**src/rtl/gcd_pkg.sv**
```systemverilog
// Shared definitions for the GCD dispatcher and the subtractive GCD core
// (controller + datapath): FSM encodings, error codes, default width.
package gcd_pkg;

  localparam int DEFAULT_NUMBER_WIDTH = 16;

  typedef enum logic [1:0] {
    IDLE  = 2'd0,
    ISSUE = 2'd1,
    WAIT  = 2'd2,
    EMIT  = 2'd3
  } state_t;

  typedef enum logic {
    ERR_NONE  = 1'b0,
    ERR_FAULT = 1'b1
  } err_t;

endpackage

```
**src/rtl/gcd_sync_fifo.sv**
```systemverilog
// Synchronous FIFO holding queued GCD jobs; pointers carry one extra wrap bit
// so full and empty are told apart by the MSB alone.
module gcd_sync_fifo
  import gcd_pkg::*;
#(
  parameter int WIDTH = 36,
  parameter int DEPTH = 4
) (
  input  logic             clk,
  input  logic             rst,
  input  logic             push,
  input  logic [WIDTH-1:0] push_data,
  input  logic             pop,
  output logic [WIDTH-1:0] pop_data,
  output logic             full,
  output logic             empty
);

  localparam int AW = $clog2(DEPTH);

  logic [WIDTH-1:0] mem [DEPTH];
  logic [AW:0]      wr_ptr;
  logic [AW:0]      rd_ptr;

  // Storage needs no reset: an entry is only read after it has been written.
  always_ff @(posedge clk) begin
    if (push && !full) begin
      mem[wr_ptr[AW-1:0]] <= push_data;
    end
  end

  always_ff @(posedge clk) begin
    if (rst) begin
      wr_ptr <= '0;
      rd_ptr <= '0;
    end else begin
      if (push && !full) begin
        wr_ptr <= wr_ptr + (AW+1)'(1);
      end
      if (pop && !empty) begin
        rd_ptr <= rd_ptr + (AW+1)'(1);
      end
    end
  end

  // Head entry comes straight from the storage registers so the consumer can
  // load it on the same edge that pops it.
  assign pop_data = mem[rd_ptr[AW-1:0]];
  assign empty    = (wr_ptr == rd_ptr);
  assign full     = (wr_ptr[AW] != rd_ptr[AW]) && (wr_ptr[AW-1:0] == rd_ptr[AW-1:0]);

endmodule

```
**src/rtl/gcd_job_dispatcher.sv**
```systemverilog
// Front end for the subtractive GCD core: queues tagged operand pairs, issues
// one job at a time, resolves zero operands locally and aborts hung jobs.
module gcd_job_dispatcher
  import gcd_pkg::*;
#(
  parameter int NUMBER_WIDTH = DEFAULT_NUMBER_WIDTH,
  parameter int DEPTH        = 4,
  parameter int TAG_WIDTH    = 4,
  parameter int MAX_CYCLES   = 70000
) (
  input  logic                    clk,
  input  logic                    rst,
  input  logic                    in_valid,
  output logic                    in_ready,
  input  logic [NUMBER_WIDTH-1:0] in_a,
  input  logic [NUMBER_WIDTH-1:0] in_b,
  input  logic [TAG_WIDTH-1:0]    in_tag,
  output logic                    core_start,
  output logic [NUMBER_WIDTH-1:0] core_a,
  output logic [NUMBER_WIDTH-1:0] core_b,
  input  logic                    core_done,
  input  logic [NUMBER_WIDTH-1:0] core_res,
  output logic                    out_valid,
  input  logic                    out_ready,
  output logic [NUMBER_WIDTH-1:0] out_gcd,
  output logic [TAG_WIDTH-1:0]    out_tag,
  output logic                    out_err,
  output logic                    busy
);

  localparam int ENTRY_WIDTH = 2*NUMBER_WIDTH + TAG_WIDTH;
  localparam int CNT_WIDTH   = $clog2(MAX_CYCLES);
  localparam logic [CNT_WIDTH-1:0] CNT_LIMIT = CNT_WIDTH'(MAX_CYCLES - 1);

  state_t                  state;
  state_t                  state_next;
  logic [CNT_WIDTH-1:0]    count;
  logic [NUMBER_WIDTH-1:0] work_a;
  logic [NUMBER_WIDTH-1:0] work_b;
  logic                    fifo_pop;
  logic                    fifo_full;
  logic                    fifo_empty;
  logic [ENTRY_WIDTH-1:0]  fifo_head;
  logic [NUMBER_WIDTH-1:0] head_a;
  logic [NUMBER_WIDTH-1:0] head_b;
  logic [TAG_WIDTH-1:0]    head_tag;
  logic                    head_bypass;

  gcd_sync_fifo #(
    .WIDTH (ENTRY_WIDTH),
    .DEPTH (DEPTH)
  ) u_fifo (
    .clk       (clk),
    .rst       (rst),
    .push      (in_valid),
    .push_data ({in_a, in_b, in_tag}),
    .pop       (fifo_pop),
    .pop_data  (fifo_head),
    .full      (fifo_full),
    .empty     (fifo_empty)
  );

  assign {head_a, head_b, head_tag} = fifo_head;
  assign head_bypass = (head_a == '0) || (head_b == '0);
  assign in_ready    = !fifo_full;
  assign core_a      = work_a;
  assign core_b      = work_b;
  assign busy        = (state != IDLE) || !fifo_empty;

  always_comb begin
    state_next = state;
    core_start = 1'b0;
    out_valid  = 1'b0;
    fifo_pop   = 1'b0;
    case (state)
      IDLE: begin
        if (!fifo_empty) begin
          fifo_pop   = 1'b1;
          state_next = head_bypass ? EMIT : ISSUE;
        end
      end
      ISSUE: begin
        core_start = 1'b1;
        state_next = WAIT;
      end
      WAIT: begin
        if (core_done || (count == CNT_LIMIT)) begin
          state_next = EMIT;
        end
      end
      EMIT: begin
        out_valid = 1'b1;
        if (out_ready) begin
          state_next = IDLE;
        end
      end
      default: state_next = IDLE;
    endcase
  end

  // Operands only reach the core for non-zero pairs; zero pairs are answered
  // here, with 0/0 flagged as an error since it has no defined GCD.
  always_ff @(posedge clk) begin
    if (rst) begin
      state   <= IDLE;
      count   <= '0;
      work_a  <= '0;
      work_b  <= '0;
      out_gcd <= '0;
      out_tag <= '0;
      out_err <= ERR_NONE;
    end else begin
      state <= state_next;
      case (state)
        IDLE: begin
          if (!fifo_empty) begin
            out_tag <= head_tag;
            if (head_a == '0) begin
              out_gcd <= head_b;
              out_err <= (head_b == '0) ? ERR_FAULT : ERR_NONE;
            end else if (head_b == '0) begin
              out_gcd <= head_a;
              out_err <= ERR_NONE;
            end else begin
              work_a <= head_a;
              work_b <= head_b;
            end
          end
        end
        ISSUE: count <= '0;
        WAIT: begin
          count <= count + CNT_WIDTH'(1);
          if (core_done) begin
            out_gcd <= core_res;
            out_err <= ERR_NONE;
          end else if (count == CNT_LIMIT) begin
            out_gcd <= '0;
            out_err <= ERR_FAULT;
          end
        end
        default: ;
      endcase
    end
  end

endmodule
```
**config.mk**
```make
export PLATFORM = sky130hd
export DESIGN_NAME = gcd_job_dispatcher
export DESIGN_NICKNAME = d
export VERILOG_FILES = /design/src/rtl/gcd_pkg.sv /design/src/rtl/gcd_sync_fifo.sv /design/src/rtl/gcd_job_dispatcher.sv
export SDC_FILE = /design/constraint.sdc
export NUM_CORES = 1
export LEC_CHECK = 0
export CAP_MARGIN = 30
export CORE_UTILIZATION = 25
export CTS_BUF_LIST = sky130_fd_sc_hd__clkbuf_16
export DETAILED_ROUTE_END_ITERATION = 6
export PLACE_DENSITY_LB_ADDON = 0.1
export SYNTH_ARGS = -nofsm -noshare
export SYNTH_HDL_FRONTEND = slang
export SYNTH_HIERARCHICAL = 1
export SYNTH_SLANG_ARGS = --single-unit
```
**constraint.sdc**
```tcl
create_clock -name clk -period 9.35 [get_ports clk]
set_input_delay 1.4025 -clock clk [delete_from_list [all_inputs] [get_ports clk]]
set_output_delay 1.4025 -clock clk [all_outputs]
set_load 0.02 [all_outputs]
```
==> metrics <==
DR WL met3=1360 um; critical path cell sequence=xnor2_1 > nand2_1 > nor2_1 > nand2_1 > clkdlybuf4s50_1; final hold vios=0; post-CTS sizing=0; clock sink count=224; TritonCTS clock tree=built; HPWL Detailed=15700 um; post-route cell area=11500 um^2; Seq/Total Area, Yosys=64.9%; Most common cell on crit path=nand2_1; CP Data Required Time=7.95 ns; #FFs+latches synth=224; leakage power=4.05 nW; placed insts=1163; DR iter-0 viols=273; Clock Path Buffers=3; initial antenna violation count=0; failing checks=design-rule violations; fin. max-slew vios=0; fillers=3578; dpl cell area=10700 um^2; M1 WL=10800 um; share of layout cells above drive strength 1=11.7%; DRC=8; CP peak stage delay=0.64 ns; non-filler cells, final=1213; ANT cells=0; CTS H-tree lvls=1; Ports=114; antenna viol nets, final=0; Max-cap violations=0; port bufs=113; Final Critical Period=4.16 ns; Setup TNS Final=0 ns; FFs w/ async S/R, synth=0%; worst path arrival time=2.76 ns; drt via density=4.57; routed via count=5546; leading register cell type out of synthesis=edfxtp_1; floorplan core area=35700 um^2; global-route wire length before repair=35900 um; largest net degree at the start of global routing=83; Syn Area/Cell=14.8 um^2; final setup vio count=0; vias in the first global route=5810; row count=69; achievable frequency=0.240 GHz; Mapped Nets=684; Synth Instances=616; Hold Buf Count CTS=0; Total GRT Usage=13.0%; Top Layer Used=met4; GPL Wtd Cong=0.738; CP endpoint kind=output pin; CTS Buf Count=27; initial core utilization=25.5%; HP Class=flip-flop to flip-flop; Die Wd=193 um; count of cell types in the netlist=48; Syn. warnings=6; Die ar.=37300 um^2; RSZ-0062 raised after global routing=no; Slowest-stage cell, CP=xnor2_1; Crit Path Category=flip-flop to output pin; Largest delay share family, worst path=XOR/XNOR gates; worst skew pair latency=0.53 ns; WL/cell=19.7 um; postcts setup bufs=0; Die H=193 um; actual slew at the worst max-slew pin=0.910 ns; Reg clk slew, reported paths=0.06 ns; Min Hold Slack=0.472 ns; period utilization=44.5%; Layout Area Growth over Synthesis=26.3%; Startpoint Class=flip-flop; CTS Root Cell=clkbuf_16; Clock Skew=0.0206 ns; crit path max fanout=8; final net count=799; Rel. slew slack=39.4%; Post-synth EDFFs=144; GRT overflow=0; first drt pass iteration count=7; Bufs and invs on worst path=1; Mapped Area=9130 um^2; PD cells=302 nW/um^2; met2 wire len=11200 um; outcome=finished, violations left; final WL=23900 um; Peak VDD IR=0.125 mV
[stage by stage]
step	power [mW]	setup slack (ns)	util, %
after floorplan	2.08	5.55	-
after global placement	2.55	5.61	29.9
after detailed placement	2.57	5.58	29.9
after CTS	3.55	5.16	32.2
after global routing	3.68	4.94	32.2
final	3.48	5.19	32.2
[cell usage in the layout, fill, tap and decap left out, drive strengths merged, types with 2 or more instances in the layout]
cell type and instances:
edfxtp 144, clkdlybuf4s50 112, dfxtp 80, nor2 59, mux2i 54, mux4 36, nand2 28, clkbuf 27
inv 19, a211o 18, a211oi 17, nand2b 17, xor2 13, clkinv 13, ha 11, buf 11
nand4 10, o21ai 10, nand3 9, nor4 8, xnor2 6, and3 5, a21oi 5, o211ai 5
a31oi 5, or3 4, nor3b 4, and4 3, a41oi 3, and2 3, nor2b 2, bufinv 2
[worst reg2reg max path: cells and delay by family, from the launching register on]
| family | cells | cell delay [ns] |
|---|---|---|
| flops | 1 | 0.31 |
| mux | 2 | 1.02 |
| simple gates | 4 | 1.02 |
| buf+inv | 2 | 1.09 |
[cell families (layout without fill, tap and decap cells)]
logic type | after synthesis | count (layout) | synth area share [%]
AO/OA/AOI/OAI | 65 | 65 | 5.18
buffers and inverters | 48 | 184 | 2.89
adder cells (fa/ha/maj) | 11 | 11 | 1.51
flip-flops | 224 | 224 | 64.9
AND/OR/NAND/NOR | 159 | 159 | 8.87
multiplexers | 90 | 90 | 14.8
XOR/XNOR | 19 | 19 | 1.82
[final cells by class]
type,instances,area [um^2],area share [%]
Clock inverter,23,146,1.27
Inverter,11,41.3,0.358
Tap cell,461,577,5.00
Clock buffer,27,676,5.86
Multi-Input combinational cell,344,2960,25.7
Timing Repair Buffer,123,1200,10.4
Sequential cell,224,5930,51.4
[power breakdown]
group          total [mW]  leakage [nW]  internal, mW  switching, mW
clock               0.958         0.428         0.573          0.385
sequential           1.37          1.98          1.26          0.106
combinational        1.16          1.64         0.503          0.656
total                3.48          4.05          2.34           1.15
[registers in the layout (all words and copies together), names as in the netlist, 2 cells and up, named ones only]
signal	flops
out_tag	4
core_b	16
count	17
out_gcd	16
u_fifo/rd_ptr	3
u_fifo/wr_ptr	3
core_a	16
state	2
u_fifo/mem	144
[layer usage]
| layer | track usage [%] | vias to the layer above |
|---|---|---|
| met5 | 0 | - |
| met4 | 3.25 | 0 |
| met3 | 2.05 | 30 |
| met2 | 21.4 | 150 |
| met1 | 17.8 | 2786 |
| li1 | - | 2580 |
[final timing paths]
check,depth (start not counted),to,startpoint,slack (ns)
setup / recovery,5,busy,u_fifo/wr_ptr[0]$_SDFFE_PP0P_,5.19
hold / removal,2,out_gcd[14]$_SDFFE_PP0P_,out_gcd[14]$_SDFFE_PP0P_,0.47
setup reg to reg,8,core_b[9]$_SDFFE_PP0P_,flip-flop,5.77
hold reg to reg,2,out_gcd[14]$_SDFFE_PP0P_,out_gcd[14]$_SDFFE_PP0P_,0.47
[cell usage after synthesis, types with 5 or more instances]
library cell / n / share of area (%)
o21ai_0: 10 / 0.55
mux4_2: 36 / 8.9
xnor2_1: 6 / 0.58
edfxtp_1: 144 / 47
o211ai_1: 5 / 0.41
nor4_1: 8 / 0.55
a211oi_1: 17 / 1.4
a31oi_1: 5 / 0.34
xor2_1: 13 / 1.2
nand3_1: 8 / 0.44
and3_1: 5 / 0.34
buf_2: 6 / 0.33
clkbuf_1: 15 / 0.62
mux2i_1: 54 / 5.9
ha_1: 11 / 1.5
a211o_1: 17 / 1.6
a21oi_1: 5 / 0.27
nand4_1: 10 / 0.69
nand2_1: 27 / 1.1
buf_4: 6 / 0.49
nor2_1: 59 / 2.4
nand2b_1: 17 / 1.2
inv_1: 11 / 0.45
dfxtp_1: 80 / 18
Note: power is estimated with default switching activity, not from simulation.
